[config.mk]
export PLATFORM = sky130hd
export DESIGN_NAME = fifo_rr_wr_arbiter
export DESIGN_NICKNAME = d
export VERILOG_FILES = /design/src/rtl/fifo_rr_wr_arbiter.sv
export SDC_FILE = /design/constraint.sdc
export NUM_CORES = 1
export LEC_CHECK = 0
export ABC_AREA = 1
export CORE_MARGIN = 2
export CORE_UTILIZATION = 42
export CTS_CLUSTER_DIAMETER = 100
export DETAILED_ROUTE_END_ITERATION = 16
export PLACE_DENSITY = 0.81
export SETUP_SLACK_MARGIN = 0.3
export SLEW_MARGIN = 40
export SYNTH_ARGS = -nofsm -noshare
export SYNTH_HDL_FRONTEND = slang
export SYNTH_SLANG_ARGS = --single-unit
[constraint.sdc]
create_clock -name clk -period 4 [get_ports clk]
set_clock_uncertainty 0.15 [all_clocks]
set_input_delay 0.8 -clock clk [delete_from_list [all_inputs] [get_ports clk]]
set_output_delay 0.8 -clock clk [all_outputs]
set_load 0.02 [all_outputs]
[src/rtl/fifo_rr_wr_arbiter.sv]
// Round-robin write arbiter and pointer/occupancy controller for a shared
// 64x8 dual-port FIFO RAM with a 1-cycle registered read port.
module fifo_rr_wr_arbiter #(
    parameter int NREQ  = 4,
    parameter int DW    = 8,
    parameter int AW    = 6,
    parameter int DEPTH = 64
) (
    input  logic               clk,
    input  logic               rst,
    input  logic [NREQ-1:0]    req,
    input  logic [NREQ*DW-1:0] din,
    output logic [NREQ-1:0]    gnt,
    input  logic               rd_req,
    output logic               dout_valid,
    output logic [DW-1:0]      dout,
    output logic               ram_wr_en,
    output logic [AW-1:0]      ram_wr_addr,
    output logic [DW-1:0]      ram_wr_data,
    output logic               ram_rd_en,
    output logic [AW-1:0]      ram_rd_addr,
    input  logic [DW-1:0]      ram_rd_data,
    output logic               full,
    output logic               empty,
    output logic [AW:0]        count
);

    localparam int IW = (NREQ > 1) ? $clog2(NREQ) : 1;

    logic [AW-1:0] wr_ptr;
    logic [AW-1:0] rd_ptr;
    logic [IW-1:0] rr_ptr;
    logic [IW-1:0] gnt_idx;
    logic [IW-1:0] cand;
    logic          found;
    logic [AW:0]   count_next;
    logic [DW-1:0] din_arr [NREQ];

    for (genvar i = 0; i < NREQ; i++) begin : g_unpack
        assign din_arr[i] = din[i*DW +: DW];
    end

    // NOTE: every signal gets a default before any condition so no latch is inferred.
    always_comb begin
        gnt     = '0;
        gnt_idx = '0;
        cand    = '0;
        found   = 1'b0;
        if (rst && !full) begin
            for (int k = 0; k < NREQ; k++) begin
                cand = IW'((int'(rr_ptr) + k) % NREQ);
                if (!found && req[cand]) begin
                    found   = 1'b1;
                    gnt_idx = cand;
                end
            end
            if (found) gnt[gnt_idx] = 1'b1;
        end
    end

    assign ram_wr_en   = |gnt;
    assign ram_wr_addr = wr_ptr;
    assign ram_wr_data = din_arr[gnt_idx];

    assign ram_rd_en   = rd_req & !empty & rst;
    assign ram_rd_addr = rd_ptr;
    assign dout        = ram_rd_data;

    // A simultaneous write and read leaves occupancy unchanged.
    always_comb begin
        count_next = count;
        case ({ram_wr_en, ram_rd_en})
            2'b10:   count_next = count + 1'b1;
            2'b01:   count_next = count - 1'b1;
            default: count_next = count;
        endcase
    end

    // NOTE: all state uses non-blocking assignments; reset is sampled on the clock edge.
    always_ff @(posedge clk) begin
        if (!rst) begin
            wr_ptr     <= '0;
            rd_ptr     <= '0;
            rr_ptr     <= '0;
            count      <= '0;
            full       <= 1'b0;
            empty      <= 1'b1;
            dout_valid <= 1'b0;
        end else begin
            if (ram_wr_en) begin
                wr_ptr <= wr_ptr + 1'b1;
                rr_ptr <= (gnt_idx == IW'(NREQ - 1)) ? '0 : gnt_idx + 1'b1;
            end
            if (ram_rd_en) rd_ptr <= rd_ptr + 1'b1;
            count      <= count_next;
            full       <= (count_next == (AW+1)'(DEPTH));
            empty      <= (count_next == '0);
            dout_valid <= ram_rd_en;
        end
    end

endmodule

After elaboration in Yosys (flattened, before gate mapping)
Cells that the tools add are included.
- flip-flop bits (word level): 24
- bits of input ports: 47
- add/sub/neg operators: 8
- magnitude comparators: 7
- equality and inequality tests: 4
- mux-type cells: 31
- bitwise gates (word level): 3
- reduce and logical (&&, ||, !) cells: 12
- operators with widths (operator ; number):
    8-bit binary-select mux with 2-bit select ; 1
    8-bit two-way mux ; 2
    2-bit by 3-bit less-than comparator with 1-bit output, second input constant ; 5
    2-bit two-way mux ; 7
    7-bit case mux with 2 select lines ; 1
    1-bit two-way mux ; 13
    6-bit by 1-bit adder with 6-bit output, second input constant ; 2
    1-bit binary-select mux with 2-bit select ; 4
    4-bit two-way mux ; 2
    7-bit by 1-bit adder with 7-bit output, second input constant ; 1
    7-bit equality test, second input constant ; 1
    7-bit zero test ; 1
    7-bit by 1-bit subtractor with 7-bit output, second input constant ; 1
    1-bit logical AND ; 5
    1-bit zero test ; 5
    2-bit by 1-bit adder with 2-bit output, second input constant ; 2
    2-bit adder, second input constant ; 2
    2-bit equality test, second input constant ; 2
    4-bit OR reduction ; 1
    3-bit greater-or-equal comparator, second input constant ; 1
    2-bit inverter with 3-bit output ; 1
    1-bit bitwise AND ; 2
    1-bit demux with 2-bit select ; 1
    2-bit by 1-bit equality test with 1-bit output, second input constant ; 1
    2-bit by 1-bit greater-or-equal comparator with 1-bit output, second input constant ; 1

Depth between registers and ports, before layout
Gate-level depths: netlist of run 1.
- depth after elaboration: 26
- depth in mapped cells: 20

Worst setup path before layout of run 1
OpenSTA, ideal clock, no wires.
- path kind: input to register
- start: input port rst
- end: register empty
- library setup time: 121 ps
- arrival: 2891 ps
- data required time: 3729 ps
- slack: 839 ps
- stages: 15
- path buffers: 1
- cell sequence: buf_2 nand2_1 nor2_1 ha_1 ha_1 a21oi_1 nand2_1 nand2_1 nand2_1 o21ai_0 inv_1 nand2_1 nor2_1 nand2_1 o21ai_1
- RTL lines (what ; RTL line ; text):
    from (decl) ; 10 ; input logic rst,
    1-bit bitwise AND (*) ; 65 ; assign ram_rd_en = rd_req & !empty & rst;
    named net ram_rd_en ; 20 ; output logic ram_rd_en,
    2-bit by 1-bit equality test with 1-bit output or 2-bit equality test (tied branches) ; 72 ; case ({ram_wr_en, ram_rd_en})
    7-bit case mux with 2 select lines (*) ; 72 ;
    7-bit zero test (*) ; 97 ; empty <= (count_next == '0);
    to (signal assigned) ; 97 ;
    to (decl) ; 24 ; output logic empty,
The timed path passes the listed nets; every way through them passes the cells marked *.
A chain may end at the register's enable or synchronous reset.

Worst setup path in the final report of run 1
- start: input port req[3]
- end: output port ram_wr_data[0]
- word-level cells in the longest chain between the ends: 21
- ends and longest elaborated chain (what ; RTL line ; text):
    from (decl) ; 11 ; input logic [NREQ-1:0] req,
    1-bit binary-select mux with 2-bit select ; 52 ; if (!found && req[cand]) begin
    1-bit two-way mux (not written as such) ; 52 ;
    1-bit two-way mux ; 52 ;
    1-bit two-way mux ; 49 ; if (rst && !full) begin
    1-bit zero test ; 52 ;
    1-bit logical AND ; 52 ;
    1-bit two-way mux ; 52 ;
    1-bit two-way mux ; 49 ;
    [3 not listed] ; n/a ;
    1-bit two-way mux ; 49 ;
    1-bit zero test ; 52 ;
    1-bit logical AND ; 52 ;
    2-bit two-way mux (*) ; 52 ;
    2-bit two-way mux (*) (2 in a row) ; 49 ;
    2-bit inverter with 3-bit output (not written as such) (*) ; 63 ; assign ram_wr_data = din_arr[gnt_idx];
    8-bit binary-select mux with 2-bit select (*) ; 63 ;
    8-bit two-way mux (not written as such) (*) (2 in a row) ; 63 ;
    to (decl) ; 19 ; output logic [DW-1:0] ram_wr_data,
Every way passes the cells marked *; elsewhere a longest branch is shown, timed or not. The select of a mux whose other input is x is not followed.

==> results of run 1 <==
-- metal layers --
| layer | track usage [%] | vias up | wire (um) |
|---|---|---|---|
| li1 | - | 1154 | - |
| met5 | 0 | - | 0 |
| met4 | 5.556 | 0 | 66 |
| met1 | 24.36 | 953 | 2329 |
| met3 | 2.762 | 7 | 346 |
| met2 | 34.34 | 69 | 2349 |
-- worst max path at each step --
stage / from / end / slack (ps) / cells past startpoint
2_1_floorplan: rst / empty / 840 / 15
3_3_place_gp: req[3] / ram_wr_data[0] / 60 / 14
3_5_place_dp: req[1] / ram_wr_data[0] / -10 / 16
4_1_cts: req[3] / ram_wr_data[0] / 280 / 14
5_1_grt: req[3] / empty / 270 / 20
6_report: req[3] / ram_wr_data[0] / 460 / 14
-- cells by family after synthesis --
family | count (synthesis)
and+or+nand+nor | 182
buffers and inverters | 70
AOI/OAI and AO/OA | 29
DFF | 24
adders and majority gates | 9
xor gates and xnor gates | 7
muxes | 1
-- power by group --
group	total [uW]	leakage, uW	switching (uW)	internal, uW
sequential	329	0.000196	50.3	278
clock	214	0.0000357	79.6	134
combinational	988	0.00120	593	395
-- flip-flops by register name, indices dropped and copies added (netlist names) --
| signal | flops |
|---|---|
| dout_valid | 1 |
| ram_rd_addr | 6 |
| count | 7 |
| full | 1 |
| rr_ptr | 2 |
| empty | 1 |
| ram_wr_addr | 6 |
-- what timing repair did --
| item | CTS | global route |
|---|---|---|
| resized for setup | 22 | 24 |
| setup endpoints to repair | 12 | 17 |
| pin swaps | 0 | 1 |
| endpoints found under the hold margin | 0 | 0 |
-- synthesized netlist by cell type, drive strengths merged --
| cell | number | share of area, % |
|---|---|---|
| nor3b | 2 | 0.75 |
| dfxtp | 24 | 24 |
| buf | 16 | 5.8 |
| and3 | 2 | 0.63 |
| and2 | 1 | 0.31 |
| xnor2 | 3 | 1.3 |
| mux2i | 1 | 0.50 |
| fa | 1 | 1.0 |
| nand3 | 27 | 7.3 |
| xor2 | 4 | 1.8 |
| a21oi | 15 | 3.8 |
| ha | 8 | 5.0 |
| clkbuf | 1 | 0.19 |
| nor3 | 6 | 1.5 |
| inv | 53 | 10 |
| nand2 | 100 | 20 |
| nor2 | 23 | 4.5 |
| o21a | 1 | 0.38 |
| nand4 | 5 | 1.6 |
| o21ai | 9 | 2.3 |
| a21boi | 1 | 0.38 |
| o211ai | 2 | 0.75 |
| o22ai | 1 | 0.31 |
| nand3b | 16 | 6.0 |
-- through the flow --
step                      total power (uW)  utilization [%]  instances  setup TNS, ps  setup WS, ps
after global placement                1346            59.65        443              0         57.29
after CTS                             1553            61.21        447              0         275.7
after global routing                  1660            60.59        447              0         266.9
after detailed placement              1365            59.65        443         -35.83        -11.75
after floorplan                       1006                -        322              0         838.6
final                                 1530            60.59        447              0         457.9
-- final cells by class --
type                    count  area, um2
fillers                   442       1837
multi-input cells         228       1219
repair buffers             84      787.0
flip-flops and latches     24      480.5
inverters                  53      198.9
well taps                  54      67.56
clock buffers               3      41.29
clock inverters             1      30.03
==> Implementation_results.wiki, run 1 <==
{| class="wikitable"
! Metric !! Value
|-
| Status || finished clean
|-
| Detailed-route vias per instance || 4.884
|-
| Count of input and output buffers || 74
|-
| Flip-flop and latch count after synthesis || 24
|-
| Element type at the critical path end || output pin
|-
| Dominant combinational cell family by area after synthesis || simple AND/OR/NAND/NOR gates
|-
| Capture point of the worst reg-to-reg path || empty
|-
| Antenna violations before repair || 0
|-
| Startpoint of the lowest-slack hold path || empty
|-
| Cell area after placement || 2780 um2
|-
| Initial cell density of the core || 42.74%
|-
| Most frequent CP cell || sky130_fd_sc_hd__nand2_1
|-
| Hold Slack || 298.8 ps
|-
| Unrepaired setup endpoints after global routing || yes
|-
| Multiplexer fraction of the synthesized cell area || 0.5025%
|-
| Die area || 5309 um2
|-
| Vias in the first global route || 1964
|-
| Share of synthesized area occupied by flip-flops and latches || 24.12%
|-
| Worst-case reg-to-reg path depth || 17
|-
| First-iteration detailed-routing DRC count || 136
|-
| Count of pins on the block boundary || 91
|-
| Site row count || 25
|-
| Syn Nets || 378
|-
| Hold path endpoint || dout_valid
|-
| Most frequent standard cell in the layout excluding fill and tap cells || sky130_fd_sc_hd__nand2_1
|-
| Routability congestion estimate || 0.8280
|-
| HPWL reported at the end of detailed placement || 3.975 mm
|-
| Final net count || 450
|-
| TritonRoute pass-1 iters || 4
|-
| Maximum number of pins on one net before global-route repair || 20
|-
| Minimum setup slack among reg-to-reg paths || 880 ps
|-
| Adder-cell share of the synthesized area || 6.030%
|-
| Die height || 72.87 um
|-
| Stage delay of the slowest cell on the critical path || 440 ps
|-
| Area of the core || 4661 um2
|-
| Clock insertion delay at the later pin of the skew report || 270 ps
|-
| Crit path DAT || 2590 ps
|-
| Simple logic cell fraction of the synthesized area || 42.40%
|-
| Slowest library cell on the worst path || sky130_fd_sc_hd__clkdlybuf4s50_1
|-
| Family with the most delay on the worst path || simple AND/OR/NAND/NOR gates
|-
| Post-synth design cell area || 1992 um2
|-
| Max-slew violation total from the final report || 0
|-
| Remaining max-slew budget at the tightest pin || 74.81%
|-
| Worst Tran Pin Value || 377.3 ps
|-
| Final cell area excluding filler cells || 2824 um2
|-
| Fraction of the mapped netlist area in compound gates || 7.852%
|-
| Portion of the clock cycle consumed by the worst path in the final layout || 88.55%
|-
| Number of routed nets with antenna violations || 0
|-
| WL/cell || 11.39 um
|-
| Gate Count Post-Synth || 322
|-
| Via Count || 2183
|-
| Area delta synth->final || 41.77%
|-
| Cell-by-cell listing of the critical path || clkdlybuf4s50_1 -> nand2_1 -> nand2_1 -> nand2_1 -> nand2_1 -> nor2_2 -> nand3_2 -> nand2_2 -> nand2_2 -> buf_12 -> nand3b_1 -> nand3_1 -> nand2_1 -> clkbuf_2
|-
| Post-Synthesis Mean Instance Area || 6.186 um2
|-
| Number of instances on the worst hold path || 1
|-
| Cell Pwr Density || 541.9 nW/um2
|-
| Most frequent cells in the layout || sky130_fd_sc_hd__nand2_1 (94), sky130_fd_sc_hd__clkdlybuf4s50_1 (61), sky130_fd_sc_hd__inv_1 (48), sky130_fd_sc_hd__nand3_1 (25), sky130_fd_sc_hd__dfxtp_1 (24)
|-
| Worst hold path class || flip-flop to flip-flop
|-
| CTS sink count || 24
|-
| Minimum clock period after layout || 3542 ps
|-
| Highest attainable clock frequency || 0.2823 GHz
|-
| Peak supply drop || 436.8 uV
|-
| Total count of hold-check failures in the final report || 0
|-
| Xor/xnor share of the synthesized area || 3.078%
|-
| CTS clock-pin slew for the worst setup and hold paths || 80 ps
|-
| Maximum fanout along the worst path || 19
|-
| Critical path startpoint category || input port
|-
| Number of setup violations in the final report || 0
|-
| Routed wire length || 5.091 mm
|-
| Total clock buffers created by CTS || 3
|-
| Static Leakage || 0.001436 uW
|-
| Clock root buffer master || sky130_fd_sc_hd__clkbuf_8
|-
| Max-cap check violation count || 0
|-
| Setup Buffers After CTS || 0
|-
| Residual overflow from global routing || 0
|-
| CTS tree || done
|-
| Buffer and inverter count on the worst path || 3
|-
| Wire length of the first global-routing pass || 8.397 mm
|-
| Number of antenna cells inserted || 0
|-
| Critical path start-end classification || input port to output pin
|-
| Clock buffer depth || 2
|-
| Number of hold-repair buffers added at the cts stage || 0
|-
| Distinct cell type count of the synthesized netlist || 33
|-
| H-Tree Level Count || 1
|-
| Remaining design rule violation count || 0
|-
| GRT Overall Usage || 19.38%
|-
| Fraction of layout instances using a drive strength above 1 || 10.94%
|-
| Die X || 72.87 um
|-
| Number of warnings printed during yosys synthesis || 0
|-
| Required arrival time at the worst endpoint || 3050 ps
|-
| Startpoint of the worst register-to-register path || rr_ptr[0]
|}
No activity file was read; power rests on OpenSTA's default activity.
==> inputs of run 2 (changes only) <==
--- a/config.mk
+++ b/config.mk
@@ -10,7 +10,7 @@
 export CORE_UTILIZATION = 42
 export CTS_CLUSTER_DIAMETER = 100
 export DETAILED_ROUTE_END_ITERATION = 16
-export PLACE_DENSITY = 0.81
+export PLACE_DENSITY = 0.87
 export SETUP_SLACK_MARGIN = 0.3
 export SLEW_MARGIN = 40
 export SYNTH_ARGS = -nofsm -noshare
==> Implementation_results.wiki, run 2 (same netlist as run 1, synthesis figures left out) <==
{| class="wikitable"
! Metric !! Value
|-
| Status || finished clean (unchanged)
|-
| Die area || 5309 um2 (unchanged)
|-
| Stage delay of the slowest cell on the critical path || 420 ps (was 440 ps)
|-
| Residual overflow from global routing || 0 (unchanged)
|-
| Initial cell density of the core || 42.74% (unchanged)
|-
| Portion of the clock cycle consumed by the worst path in the final layout || 89.87% (was 88.55%)
|-
| Die height || 72.87 um (unchanged)
|-
| Register with the most flip-flops || count (unchanged)
|-
| Hold Slack || 300.0 ps (was 298.8 ps)
|-
| Startpoint of the lowest-slack hold path || empty (unchanged)
|-
| Fraction of layout instances using a drive strength above 1 || 12.37% (was 10.94%)
|-
| Crit path DAT || 2640 ps (was 2590 ps)
|-
| Relative contribution of sequential cells to total power || 20.3% (was 21.5%)
|-
| Area of the core || 4661 um2 (unchanged)
|-
| Fill cell instance count of the final layout || 419 (was 442)
|-
| CTS clock-pin slew for the worst setup and hold paths || 90 ps (was 80 ps)
|-
| CTS tree || done (unchanged)
|-
| Peak supply drop || 411.1 uV (was 436.8 uV)
|-
| Clock buffer depth || 2 (unchanged)
|-
| Unrepaired setup endpoints after global routing || no (was yes)
|-
| Portion of total power attributed to combinational logic || 66.4% (was 64.6%)
|-
| H-Tree Level Count || 1 (unchanged)
|-
| Routed wire length || 5.549 mm (was 5.091 mm)
|-
| Element type at the critical path end || output pin (unchanged)
|-
| Antenna violations before repair || 0 (unchanged)
|-
| Clock root buffer master || sky130_fd_sc_hd__clkbuf_8 (unchanged)
|-
| Slowest library cell on the worst path || sky130_fd_sc_hd__clkdlybuf4s50_1 (unchanged)
|-
| Total clock buffers created by CTS || 3 (unchanged)
|-
| Static Leakage || 0.001457 uW (was 0.001436 uW)
|-
| Critical path start-end classification || input port to output pin (unchanged)
|-
| TritonRoute pass-1 iters || 4 (unchanged)
|-
| Highest attainable clock frequency || 0.2782 GHz (was 0.2823 GHz)
|-
| Total chip power || 1629 uW (was 1530 uW)
|-
| CTS sink count || 24 (unchanged)
|-
| Vias in the first global route || 2066 (was 1964)
|-
| Worst-case reg-to-reg path depth || 18 (was 17)
|-
| Cell-by-cell listing of the critical path || clkdlybuf4s50_1 -> inv_1 -> nand2_2 -> nand3_2 -> nand2_1 -> nor2_2 -> nand3_2 -> nand2_2 -> nand2_4 -> buf_8 -> nand3b_1 -> nand3_1 -> nand2_1 -> clkbuf_2 (was clkdlybuf4s50_1 -> nand2_1 -> nand2_1 -> nand2_1 -> nand2_1 -> nor2_2 -> nand3_2 -> nand2_2 -> nand2_2 -> buf_12 -> nand3b_1 -> nand3_1 -> nand2_1 -> clkbuf_2)
|-
| Startpoint of the worst register-to-register path || rr_ptr[0] (unchanged)
|-
| Wire length of the first global-routing pass || 8.418 mm (was 8.397 mm)
|-
| Site row count || 25 (unchanged)
|-
| Via Count || 2258 (was 2183)
|-
| Switching part of the total || 46.88% (was 47.27%)
|-
| Number of instances on the worst hold path || 1 (unchanged)
|-
| Die X || 72.87 um (unchanged)
|-
| Final net count || 453 (was 450)
|-
| Remaining design rule violation count || 0 (unchanged)
|-
| Count of input and output buffers || 74 (unchanged)
|-
| Internal cell power || 865.5 uW (was 807.0 uW)
|-
| First-iteration detailed-routing DRC count || 90 (was 136)
|-
| WL/cell || 12.33 um (was 11.39 um)
|-
| Total count of hold-check failures in the final report || 0 (unchanged)
|-
| Maximum number of pins on one net before global-route repair || 17 (was 20)
|-
| Cell total after placement || 444 (was 443)
|-
| Most frequent standard cell in the layout excluding fill and tap cells || sky130_fd_sc_hd__nand2_1 (unchanged)
|-
| Count of pins on the block boundary || 91 (unchanged)
|-
| Psw || 763.7 uW (was 723.3 uW)
|-
| Minimum setup slack among reg-to-reg paths || 830 ps (was 880 ps)
|-
| Fraction of power consumed by the clock network || 13.3% (was 14.0%)
|-
| Number of antenna cells inserted || 0 (unchanged)
|-
| Critical path startpoint category || input port (unchanged)
|-
| Cell Pwr Density || 558.1 nW/um2 (was 541.9 nW/um2)
|-
| Worst Tran Pin Value || 394.4 ps (was 377.3 ps)
|-
| Number of routed nets with antenna violations || 0 (unchanged)
|-
| Worst-case setup margin in the final layout || 405.3 ps (was 457.9 ps)
|-
| Minimum clock period after layout || 3595 ps (was 3542 ps)
|-
| Most frequent cells in the layout || sky130_fd_sc_hd__nand2_1 (93), sky130_fd_sc_hd__clkdlybuf4s50_1 (59), sky130_fd_sc_hd__inv_1 (49), sky130_fd_sc_hd__nand3_1 (25), sky130_fd_sc_hd__dfxtp_1 (24) (was sky130_fd_sc_hd__nand2_1 (94), sky130_fd_sc_hd__clkdlybuf4s50_1 (61), sky130_fd_sc_hd__inv_1 (48), sky130_fd_sc_hd__nand3_1 (25), sky130_fd_sc_hd__dfxtp_1 (24))
|-
| HPWL reported at the end of detailed placement || 4.226 mm (was 3.975 mm)
|-
| Non-Filler Instances || 450 (was 447)
|-
| Area of the multi-input gates || 1272 um2 (was 1219 um2)
|-
| Max-cap check violation count || 0 (unchanged)
|-
| Max-slew violation total from the final report || 0 (unchanged)
|-
| Number of flip-flops in the largest register || 7 (unchanged)
|-
| Remaining max-slew budget at the tightest pin || 73.61% (was 74.81%)
|-
| Routability congestion estimate || 0.9029 (was 0.8280)
|-
| Clock insertion delay at the later pin of the skew report || 270 ps (about the same)
|-
| Maximum fanout along the worst path || 8 (was 19)
|-
| Required arrival time at the worst endpoint || 3050 ps (about the same)
|-
| GRT Overall Usage || 19.35% (was 19.38%)
|-
| Capture point of the worst reg-to-reg path || empty (unchanged)
|-
| Sequential Area || 480.5 um2 (unchanged)
|-
| Pre-CTS worst setup slack || -67.88 ps (was -11.75 ps)
|-
| Hold path endpoint || dout_valid (unchanged)
|-
| Area delta synth->final || 46.55% (was 41.77%)
|-
| Detailed-route vias per instance || 5.018 (was 4.884)
|-
| Number of setup violations in the final report || 0 (unchanged)
|-
| Worst hold path class || flip-flop to flip-flop (unchanged)
|}
-- run 2: metrics by stage --
step | util, % | setup TNS (ps) | instance area, um2
after floorplan | - | 0 | 1992
after global placement | 59.54 | 0 | 2775
after detailed placement | 59.54 | -215.1 | 2775
after CTS | 61.10 | 0 | 2848
after global routing | 62.63 | 0 | 2919
final | 62.63 | 0 | 2919
-- run 2: what timing repair did --
item                                    in CTS  in global routing
endpoints found under the setup margin      13                 15
hold buffers                                 0                  0
buffers inserted                             0                  1
pin swaps                                    0                  3
gates resized for setup                     27                 37
gates cloned                                 0                  1
hold endpoints to repair                     0                  0
-- run 2: area by class of cell --
class	count	share of cell area, %
Clock inverter	1	1.029
Multi-Input combinational cell	228	43.59
Sequential cell	24	16.46
Clock buffer	3	1.414
Tap cell	54	2.315
Timing Repair Buffer	87	28.29
Inverter	53	6.901
-- run 2: worst max-delay path by stage --
stage,startpoint,endpoint,slack [ps],cells past startpoint
global route,req[0],ram_wr_data[3],270,14
finish,req[1],ram_wr_data[1],410,14
floorplan,rst,empty,840,15
global placement,req[3],ram_wr_data[1],0.6,14
CTS,req[3],ram_wr_data[1],200,14
detailed placement,req[3],ram_wr_data[1],-70,14
-- run 2: critical path: cells and delay by family --
family,cells,cell delay [ps]
buf+inv,4,830
simple gates,10,1010
-- run 2: routing by layer --
| layer | vias to the layer above | routed length [um] | global-route usage (%) |
|---|---|---|---|
| met2 | 80 | 2812 | 36.97 |
| met5 | - | 0 | 0 |
| met1 | 1016 | 2289 | 21.88 |
| met3 | 6 | 396 | 3.867 |
| met4 | 0 | 50 | 4.321 |
| li1 | 1156 | - | - |
-- run 2: power by group through the flow --
stage,clock [uW],sequential (uW),combinational [uW]
floorplan,0,359,647
global placement,0,332,997
detailed placement,0,334,1020
CTS,218,328,995
global route,228,339,1190
finish,217,331,1080
